### config.mk
export PLATFORM = sky130hd
export DESIGN_NAME = vga_frame_mux
export DESIGN_NICKNAME = d
export VERILOG_FILES = /design/src/rtl/vga_frame_mux.sv
export SDC_FILE = /design/constraint.sdc
export NUM_CORES = 1
export LEC_CHECK = 0
export CAP_MARGIN = 5
export CORE_AREA = 5 5 42 44
export CTS_BUF_LIST = sky130_fd_sc_hd__clkbuf_8
export CTS_CLUSTER_SIZE = 14
export DETAILED_ROUTE_END_ITERATION = 8
export DIE_AREA = 0 0 47 49
export DONT_BUFFER_PORTS = 1
export HOLD_SLACK_MARGIN = 0.03
export PLACE_DENSITY = 0.63
export SETUP_SLACK_MARGIN = 0.1
export SLEW_MARGIN = 10
export SYNTH_ARGS = -nofsm -noshare
export SYNTH_HDL_FRONTEND = slang
export SYNTH_SLANG_ARGS = --single-unit
### constraint.sdc
create_clock -name clk -period 1.6 [get_ports clk]
set_input_delay 0.16 -clock clk [delete_from_list [all_inputs] [get_ports clk]]
set_output_delay 0.16 -clock clk [all_outputs]
set_load 0.005 [all_outputs]
### src/rtl/vga_frame_mux.sv
// ============================================================================
// Module   : vga_frame_mux
// Purpose  : Frame-synchronous VGA source selector with valid/ready select,
//            switch deferred to the active source's vsync fall, optional
//            black frames after a switch (`VGA_FRAME_MUX_BLANK_EN), and a
//            single registered output stage.
// Revision : 1.0 - initial release
// ============================================================================
`default_nettype none

module vga_frame_mux #(
    parameter int NUM_SRC      = 3,
    parameter int SEL_W        = 2,
    parameter int COLOR_W      = 1,
    parameter int BLANK_FRAMES = 1
) (
    input  logic                         clk,
    input  logic                         rst_n,
    input  logic [NUM_SRC-1:0]           src_hsync,
    input  logic [NUM_SRC-1:0]           src_vsync,
    input  logic [NUM_SRC*3*COLOR_W-1:0] src_rgb,
    input  logic [SEL_W-1:0]             sel_req,
    input  logic                         sel_valid,
    output logic                         sel_ready,
    output logic                         hsync_out,
    output logic                         vsync_out,
    output logic [COLOR_W-1:0]           r_out,
    output logic [COLOR_W-1:0]           g_out,
    output logic [COLOR_W-1:0]           b_out,
    output logic [SEL_W-1:0]             active_sel,
    output logic                         switching
);

    localparam int             c_rgb_w   = 3 * COLOR_W;
    localparam logic [SEL_W:0] c_num_src = (SEL_W + 1)'(NUM_SRC);

    localparam logic [1:0] c_idle    = 2'd0;
    localparam logic [1:0] c_pending = 2'd1;
`ifdef VGA_FRAME_MUX_BLANK_EN
    localparam logic [1:0] c_blank   = 2'd2;
`endif

    logic [1:0]         r_state;
    logic [SEL_W-1:0]   r_active_sel;
    logic [SEL_W-1:0]   r_pend_sel;
    logic               r_vs_prev;
    logic               r_hsync;
    logic               r_vsync;
    logic [c_rgb_w-1:0] r_rgb;

    logic               w_act_hs;
    logic               w_act_vs;
    logic [c_rgb_w-1:0] w_act_rgb;
    logic               w_pend_vs;
    logic               w_vs_edge;
    logic               w_req_bad;
    logic               w_blank;

    // Source muxes; both selects are always below NUM_SRC
    always_comb begin
        w_act_hs  = src_hsync[0];
        w_act_vs  = src_vsync[0];
        w_act_rgb = src_rgb[c_rgb_w-1:0];
        w_pend_vs = src_vsync[0];
        for (int i = 0; i < NUM_SRC; i++) begin
            if (r_active_sel == SEL_W'(i)) begin
                w_act_hs  = src_hsync[i];
                w_act_vs  = src_vsync[i];
                w_act_rgb = src_rgb[i*c_rgb_w +: c_rgb_w];
            end
            if (r_pend_sel == SEL_W'(i)) begin
                w_pend_vs = src_vsync[i];
            end
        end
    end

    assign w_vs_edge = r_vs_prev & ~w_act_vs;
    assign w_req_bad = ({1'b0, sel_req} >= c_num_src) || (sel_req == r_active_sel);

`ifdef VGA_FRAME_MUX_BLANK_EN
    logic [7:0] r_blank_cnt;
    assign w_blank = (r_state == c_blank);
`else
    logic w_unused_cfg;
    assign w_unused_cfg = ^8'(BLANK_FRAMES);
    assign w_blank      = 1'b0;
`endif

    always_ff @(posedge clk or negedge rst_n) begin
        if (!rst_n) begin
            r_state      <= c_idle;
            r_active_sel <= '0;
            r_pend_sel   <= '0;
            r_vs_prev    <= 1'b1;
`ifdef VGA_FRAME_MUX_BLANK_EN
            r_blank_cnt  <= 8'd0;
`endif
        end else begin
            r_vs_prev <= w_act_vs;
            case (r_state)
                c_idle: begin
                    if (sel_valid && !w_req_bad) begin
                        r_pend_sel <= sel_req;
                        r_state    <= c_pending;
                    end
                end
                c_pending: begin
                    if (w_vs_edge) begin
                        r_active_sel <= r_pend_sel;
                        // Seed from the new source so the switch itself is not seen as an edge
                        r_vs_prev    <= w_pend_vs;
`ifdef VGA_FRAME_MUX_BLANK_EN
                        if (BLANK_FRAMES == 0) begin
                            r_state <= c_idle;
                        end else begin
                            r_blank_cnt <= 8'(BLANK_FRAMES);
                            r_state     <= c_blank;
                        end
`else
                        r_state <= c_idle;
`endif
                    end
                end
`ifdef VGA_FRAME_MUX_BLANK_EN
                c_blank: begin
                    if (w_vs_edge) begin
                        if (r_blank_cnt <= 8'd1) begin
                            r_blank_cnt <= 8'd0;
                            r_state     <= c_idle;
                        end else begin
                            r_blank_cnt <= r_blank_cnt - 8'd1;
                        end
                    end
                end
`endif
                default: r_state <= c_idle;
            endcase
        end
    end

    always_ff @(posedge clk or negedge rst_n) begin
        if (!rst_n) begin
            r_hsync <= 1'b1;
            r_vsync <= 1'b1;
            r_rgb   <= '0;
        end else begin
            r_hsync <= w_act_hs;
            r_vsync <= w_act_vs;
            r_rgb   <= w_blank ? '0 : w_act_rgb;
        end
    end

    assign sel_ready  = (r_state == c_idle);
    assign switching  = (r_state != c_idle);
    assign active_sel = r_active_sel;
    assign hsync_out  = r_hsync;
    assign vsync_out  = r_vsync;
    assign r_out      = r_rgb[3*COLOR_W-1:2*COLOR_W];
    assign g_out      = r_rgb[2*COLOR_W-1:COLOR_W];
    assign b_out      = r_rgb[COLOR_W-1:0];

endmodule

`default_nettype wire

==> summary.md, run 1 <==
| Metric | Value |
|---|---|
| Outcome | complete, no violations |
| Met2 wire length | 620 um |
| Hold Crit Depth | 1 |
| Crit Path Class | reg2reg |
| Final slew viol count | 0 |
| Die width | ~47 um |
| WP data arrival | 1.56 ns |
| CTS tree | done |
| Core Rows | 14 |
| Mean Syn Cell Area | 10.09 sq um |
| Hold Fails Final Rpt | 0 |
| Power Density | 2056 nW/um^2 |
| DRT iter0 DRCs | 6 |
| Total track usage | 0.1251 |
| Dpl hpwl | roughly 1000 um |
| Crit start category | flop |
| F_max | about 0.69 GHz |
| Worst min path class | in2reg |
| Filler Cell Count | 129 |
| Pin slew with the least headroom to its limit | ~0.5 ns |
| Netlist cell types | 25 |
| First-pass GRT wire length | 2145 um |
| R2R setup slack | 0.16 ns |
| Met3 wire len | 180 um |
| Tmin final | 1.444 ns |
| FF-to-FF path depth | 3 |
| Yosys warning total | 0 |
| Placed inst area | 675.6 sq um |
| DRC viols | 0 |
| CTS root buffer | clkbuf_8 |
| Vias in the first global route | 507 |
| Fin cells | 86 |
| Largest net degree at the start of global routing | 14 |
| GRT overflow | 0 |
| Final #Nets | 91 |
| Die Y | about 50 um |
| Clock buffer depth | 2 |
| Inst Count DP | 81 |
| Post-DR vias/cell | 5.826 |
| Full die area | 2303 sq um |
| Area of the core | between 1000 and 1500 sq um |
| Top cells by area, synth | dfrtp_1 (31%), dfstp_2 (12%), mux2i_1 (7.8%), a21oi_1 (7.0%), a211oi_1 (4.7%) |
| RSZ-0062 raised after global routing | true |
| Period utilization | 0.9023 |
| TritonCTS Buffers | 3 |
| Via Count | 501 |
| Setup Skew | 0.001514 ns |
| DR pass1 iterations | 4 |
| Cell area after synthesis | 645.6 sq um |
| Required time worst endpoint | 1.72 ns |
| Commonest non-fill, non-tap cell in the layout | a21oi_1 |
| FF+latch count, synth | 11 |
| Clk sinks | 11 |
| Area leader, netlist | dfrtp_1 |
| DR top layer | met4 |
| GPL Wtd Cong | between 0.8 and 0.9 |
| Clk_lat worst skew | 0.23 ns |
| Post-CTS setup buffer count | 0 |
| Synth-to-Final Area Change | 13.95% |
| I/O Pins | 29 |
| Yosys top cell area share | 0.3101 |
| Metal-1 WL | around 530 um |
| CP Capture Type | flop |
| Final Instance Area | 735.7 sq um |
| Starting Density | 0.4607 |
| Clock Pin Slew Worst Setup and Hold Paths | 0.05 ns |
| Routed WL | 1340 um |
| CP Max Fanout | 3 |
| P_leak | 0.3194 nW |
| Final Setup Violations | 0 |
| Layout cell share with drive strength beyond 1 | 0.2429 |
| Initial antenna violation count | 0 |
| Post-Syn Nets | 84 |
| Seq/Total Area, Yosys | 0.4322 |
| Detailed-route wire length per cell | 15.58 um |
| Max_slew headroom | 0.6577 |
| Setup tns final | 0 ns |
| Most frequent cells in the layout | a21oi_1 (9), dfrtp_1 (7), nor2_1 (6) |
| Peak supply drop | about 0.85 mV |
| Reported max-cap violation count | 0 |
| Final antenna-violating net count | 0 |
| Count of input and output buffers | 0 |
| Utilization after layout | 0.5250 |
| H-tree depth | 1 |
| Diode count | 0 |
| Post-Syn Instances | 64 |
==> worst paths after layout <==
check / endpoint / start
worst min-delay path: r_pend_sel[0]$_DFFE_PN0P_ / sel_req[0]
worst max register to register: r_pend_sel[1]$_DFFE_PN0P_ / r_state[0]$_DFFE_PN0P_
worst min register to register: r_pend_sel[0]$_DFFE_PN0P_ / r_pend_sel[0]$_DFFE_PN0P_
max in group asynchronous: active_sel[0]$_DFFE_PN0P_ / rst_n
min in group asynchronous: r_rgb[2]$_DFF_PN0_ / rst_n
worst max-delay path: r_pend_sel[1]$_DFFE_PN0P_ / r_state[0]$_DFFE_PN0P_
==> layout make-up <==
cell class	count	area (sq um)	area share
sequential	11	280.3	0.3810
clock buffer	3	41.29	0.05612
clock inverter	1	3.754	0.005102
multi-input combinational	46	335.3	0.4558
timing repair buffer	5	40.04	0.05442
tap	16	20.02	0.02721
inverter	4	15.01	0.02041
==> sequential cells by signal, indices dropped and copies added, names as in the netlist <==
| name | cells |
|---|---|
| r_vs_prev | 1 |
| active_sel | 2 |
| r_state | 1 |
| vsync_out | 1 |
| r_pend_sel | 2 |
| hsync_out | 1 |
| r_rgb | 3 |
==> logic make-up (layout without fill, tap and decap cells) <==
logic type / Yosys count / count (layout) / synth area share
mux: 9 / 9 / 0.1589
flops: 11 / 11 / 0.4322
xor+xnor: 1 / 1 / 0.01357
compound gates: 18 / 18 / 0.1880
simple gates: 18 / 18 / 0.1531
buf+inv: 7 / 13 / 0.05424
==> worst max-delay path: stages, from the launching register on <==
cell and delay (ns):
dfrtp_1 0.39, or3_1 0.39, o22ai_2 0.20, mux2_1 0.34
==> routing by layer <==
layer  track usage  vias to the layer above
li1              -                      238
met3       0.03690                        2
met2        0.1855                       27
met4       0.06912                        0
met5             0                        -
met1        0.1561                      234
==> Yosys cell counts <==
cell type and number:
and4_1 1, xor2_1 1, mux2_1 2, buf_6 1, dfrtp_1 8, nor2_1 6
inv_1 4, a31o_1 1, o22ai_2 1, a211oi_1 4, nor2b_1 3, a21oi_2 1
mux2i_1 5, clkbuf_1 1, o21a_1 1, mux2_4 2, nand2b_1 1, a21oi_1 9
dfstp_2 3, o32ai_1 1, and2b_1 1, nor2_4 1, nand2_1 3, buf_2 1
or3_1 2
==> power breakdown <==
| part | total, W | switching, W | internal (W) |
|---|---|---|---|
| Sequential | 0.000597 | 0.000144 | 0.000453 |
| Clock | 0.000270 | 0.000102 | 0.000168 |
| Combinational | 0.000645 | 0.000320 | 0.000325 |
| Total | 0.00151 | 0.000566 | 0.000947 |
==> through the flow <==
step	power [W]	hold WS, ns	setup WS, ns
final	0.001513	0.06370	0.1563
after global routing	0.001635	0.07102	0.09505
after CTS	0.001514	0.05856	0.1328
after detailed placement	0.001228	-0.1352	0.1423
after global placement	0.001214	-0.1353	0.1990
after floorplan	0.001090	-0.1356	0.1864
==> what timing repair did <==
item	4_1_cts	5_1_grt
gates resized for setup	0	2
setup endpoints to repair	0	3
hold buffers	1	0
endpoints found under the hold margin	11	0
No activity file was read; power rests on OpenSTA's default activity.
==> inputs of run 2 (changes only) <==
--- a/config.mk
+++ b/config.mk
@@ -6,14 +6,16 @@
 export NUM_CORES = 1
 export LEC_CHECK = 0
 export CAP_MARGIN = 5
-export CORE_AREA = 5 5 42 44
+export CELL_PAD_IN_SITES_DETAIL_PLACEMENT = 1
+export CELL_PAD_IN_SITES_GLOBAL_PLACEMENT = 1
+export CORE_MARGIN = 3
+export CORE_UTILIZATION = 46
 export CTS_BUF_LIST = sky130_fd_sc_hd__clkbuf_8
 export CTS_CLUSTER_SIZE = 14
 export DETAILED_ROUTE_END_ITERATION = 8
-export DIE_AREA = 0 0 47 49
 export DONT_BUFFER_PORTS = 1
 export HOLD_SLACK_MARGIN = 0.03
-export PLACE_DENSITY = 0.63
+export PLACE_DENSITY = 0.78
 export SETUP_SLACK_MARGIN = 0.1
 export SLEW_MARGIN = 10
 export SYNTH_ARGS = -nofsm -noshare
==> run 2 against run 1 <==
  * Worst hold slack about the same
  * Clock skew up 0.0024 ns
  * Critical path type unchanged
  * Register-to-register slack about the same
  * Setup slack worse by 0.014 ns
  * Largest cell class unchanged
==> summary.md, run 2 (synthesized netlist as in run 1, its figures left out) <==
| Metric | Value |
|---|---|
| Layout cell share with drive strength beyond 1 | 0.2714 (was 0.2429) |
| CP Max Fanout | 3 (unchanged) |
| Total track usage | 0.1988 (was 0.1251) |
| Delay-heaviest family, CP | simple AND/OR/NAND/NOR gates (was flip-flops) |
| FF-to-FF Start | r_state[0]$_DFFE_PN0P_ (unchanged) |
| Min-Delay Startpoint | sel_req[1] (was sel_req[0]) |
| Clk_lat worst skew | 0.24 ns (was 0.23 ns) |
| I/O Pins | 29 (unchanged) |
| Starting Density | 0.5375 (was 0.4607) |
| Count of input and output buffers | 0 (unchanged) |
| Largest net degree at the start of global routing | 16 (was 14) |
| Diode count | 0 (unchanged) |
| M2 GR Usage | 0.3038 (was 0.1855) |
| CTS root buffer | clkbuf_8 (unchanged) |
| DR pass1 iterations | 5 (was 4) |
| R2R setup slack | 0.14 ns (was 0.16 ns) |
| GPL Wtd Cong | 0.8002 (was 0.8006) |
| Worst R2R End | r_pend_sel[1]$_DFFE_PN0P_ (unchanged) |
| Crit start category | flop (unchanged) |
| Dpl hpwl | 1253 um (was 987.6 um) |
| TritonCTS Buffers | 3 (unchanged) |
| Routed WL | 1659 um (was 1340 um) |
| P_leak | 0.3246 nW (was 0.3194 nW) |
| Synth-to-Final Area Change | 16.47% (was 13.95%) |
| Largest register FFs | 3 (unchanged) |
| DRT iter0 DRCs | 4 (was 6) |
| Met1 Use GR | 0.2558 (was 0.1561) |
| Critical path's largest stage delay | 0.40 ns (was 0.39 ns) |
| Biggest register | r_rgb (unchanged) |
| First-pass GRT wire length | 2760 um (was 2145 um) |
| Outcome | complete, no violations (unchanged) |
| Period utilization | 0.9113 (was 0.9023) |
| Worst min path class | in2reg (unchanged) |
| Hold Fails Final Rpt | 0 (unchanged) |
| F_max | 0.6858 GHz (was 0.6926 GHz) |
| Layer with the highest usage | met2 (unchanged) |
| Clk sinks | 11 (unchanged) |
| WP data arrival | 1.57 ns (was 1.56 ns) |
| Met3 global-route usage | 0.06224 (was 0.03690) |
| Clock Pin Slew Worst Setup and Hold Paths | 0.05 ns (about the same) |
| Setup slack after placement | 0.1413 ns (was 0.1423 ns) |
| Critical path's slowest cell | or3_4 (was dfrtp_1) |
| Setup Skew | 0.003918 ns (was 0.001514 ns) |
| Pin slew with the least headroom to its limit | 0.5071 ns (was 0.5118 ns) |
| Clock buffer depth | 2 (unchanged) |
| Via Count | 504 (was 501) |
| CP startpoint | r_state[0]$_DFFE_PN0P_ (unchanged) |
| Max_slew headroom | 0.6608 (was 0.6577) |
| Final antenna-violating net count | 0 (unchanged) |
| Reported max-cap violation count | 0 (unchanged) |
| Die Y | 43.47 um (was 49 um) |
| Core Rows | 12 (was 14) |
| Final slew viol count | 0 (unchanged) |
| Crit Path Class | reg2reg (unchanged) |
| Filler Cell Count | 140 (was 129) |
| CP endpoint | r_pend_sel[1]$_DFFE_PN0P_ (unchanged) |
| H-tree depth | 1 (unchanged) |
| Tmin final | 1.458 ns (was 1.444 ns) |
| CTS tree | done (unchanged) |
| FF-to-FF path depth | 3 (unchanged) |
| Power Density | 2118 nW/um^2 (was 2056 nW/um^2) |
| Critical path depth | 3 (unchanged) |
| Initial antenna violation count | 0 (unchanged) |
| Setup WS post-layout | 0.1419 ns (was 0.1563 ns) |
| Cell chain of the critical path | or3_4 -> o22ai_4 -> mux2_1 (was or3_1 -> o22ai_2 -> mux2_1) |
| Buf/Inv on CP | 0 (unchanged) |
| Post-DR vias/cell | 6.000 (was 5.826) |
| DRC viols | 0 (unchanged) |
| Peak supply drop | 0.8887 mV (was 0.8545 mV) |
| Full die area | 1889 sq um (was 2303 sq um) |
| Die width | 43.47 um (was 47 um) |
| Most frequent cells in the layout | a21oi_1 (8), dfrtp_1 (8), nor2_1 (6) (was a21oi_1 (9), dfrtp_1 (7), nor2_1 (6)) |
| Area of the core | 1201 sq um (was 1401 sq um) |
| Final #Nets | 91 (unchanged) |
| Final Setup Violations | 0 (unchanged) |
| Detailed-route wire length per cell | 19.75 um (was 15.58 um) |
| Vias in the first global route | 567 (was 507) |
| Required time worst endpoint | 1.72 ns (about the same) |
| RSZ-0062 raised after global routing | false (was true) |
| Setup tns final | 0 ns (unchanged) |
| CP Capture Type | flop (unchanged) |
| GRT overflow | 0 (unchanged) |
run 2: area by class of cell:
cell class / instances / area (sq um) / share of cell area
sequential: 11 / 279.0 / 0.3710
timing repair buffer: 5 / 40.04 / 0.05324
tap: 14 / 17.52 / 0.02329
clock inverter: 1 / 3.754 / 0.004992
multi-input combinational: 46 / 355.3 / 0.4725
inverter: 4 / 15.01 / 0.01997
clock buffer: 3 / 41.29 / 0.05491
run 2: what timing repair did:
| action | CTS | global route |
|---|---|---|
| endpoints found under the hold margin | 11 | 0 |
| setup endpoints to repair | 0 | 3 |
| hold buffers | 1 | 0 |
| resized for setup | 0 | 5 |
| setup buffers | 0 | 0 |
run 2: worst register-to-register path, cell delays in order (launching register included):
cell     delay, ns
dfrtp_1       0.39
or3_4         0.41
o22ai_4       0.21
mux2_1        0.34
run 2: routing by layer:
| layer | share of wire | wire [um] | vias to the layer above |
|---|---|---|---|
| met1 | 0.41 | 676 | 242 |
| met5 | 0 | 0 | - |
| li1 | - | - | 239 |
| met4 | 0.0084 | 14 | 0 |
| met2 | 0.50 | 834 | 21 |
| met3 | 0.081 | 134 | 2 |
run 2: how the worst min path moves through the flow:
stage | to | depth (start not counted)
CTS | r_pend_sel[1]$_DFFE_PN0P_ | 1
global route | r_pend_sel[1]$_DFFE_PN0P_ | 1
detailed placement | r_state[0]$_DFFE_PN0P_ | 0
global placement | r_state[0]$_DFFE_PN0P_ | 0
floorplan | active_sel[0]$_DFFE_PN0P_ | 0
finish | r_pend_sel[1]$_DFFE_PN0P_ | 1
run 2: metrics by stage:
| step | power (W) | std cells | instance area [sq um] | utilization | hold WS [ns] |
|---|---|---|---|---|---|
| finish | 0.001592 | 84 | 752.0 | 0.6260 | 0.06369 |
| CTS | 0.001552 | 84 | 728.2 | 0.6063 | 0.06364 |
| detailed placement | 0.001263 | 79 | 673.1 | 0.5604 | -0.1353 |
| global route | 0.001722 | 84 | 752.0 | 0.6260 | 0.06039 |
| global placement | 0.001220 | 79 | 673.1 | 0.5604 | -0.1353 |
| floorplan | 0.001090 | 64 | 645.6 | - | -0.1356 |
run 2: where the power goes:
group	leakage, nW	total [W]	switching [W]	internal, W
clock network	0.0269	0.000268	0.000100	0.000168
logic	0.172	0.000735	0.000390	0.000345
registers	0.125	0.000589	0.000138	0.000451
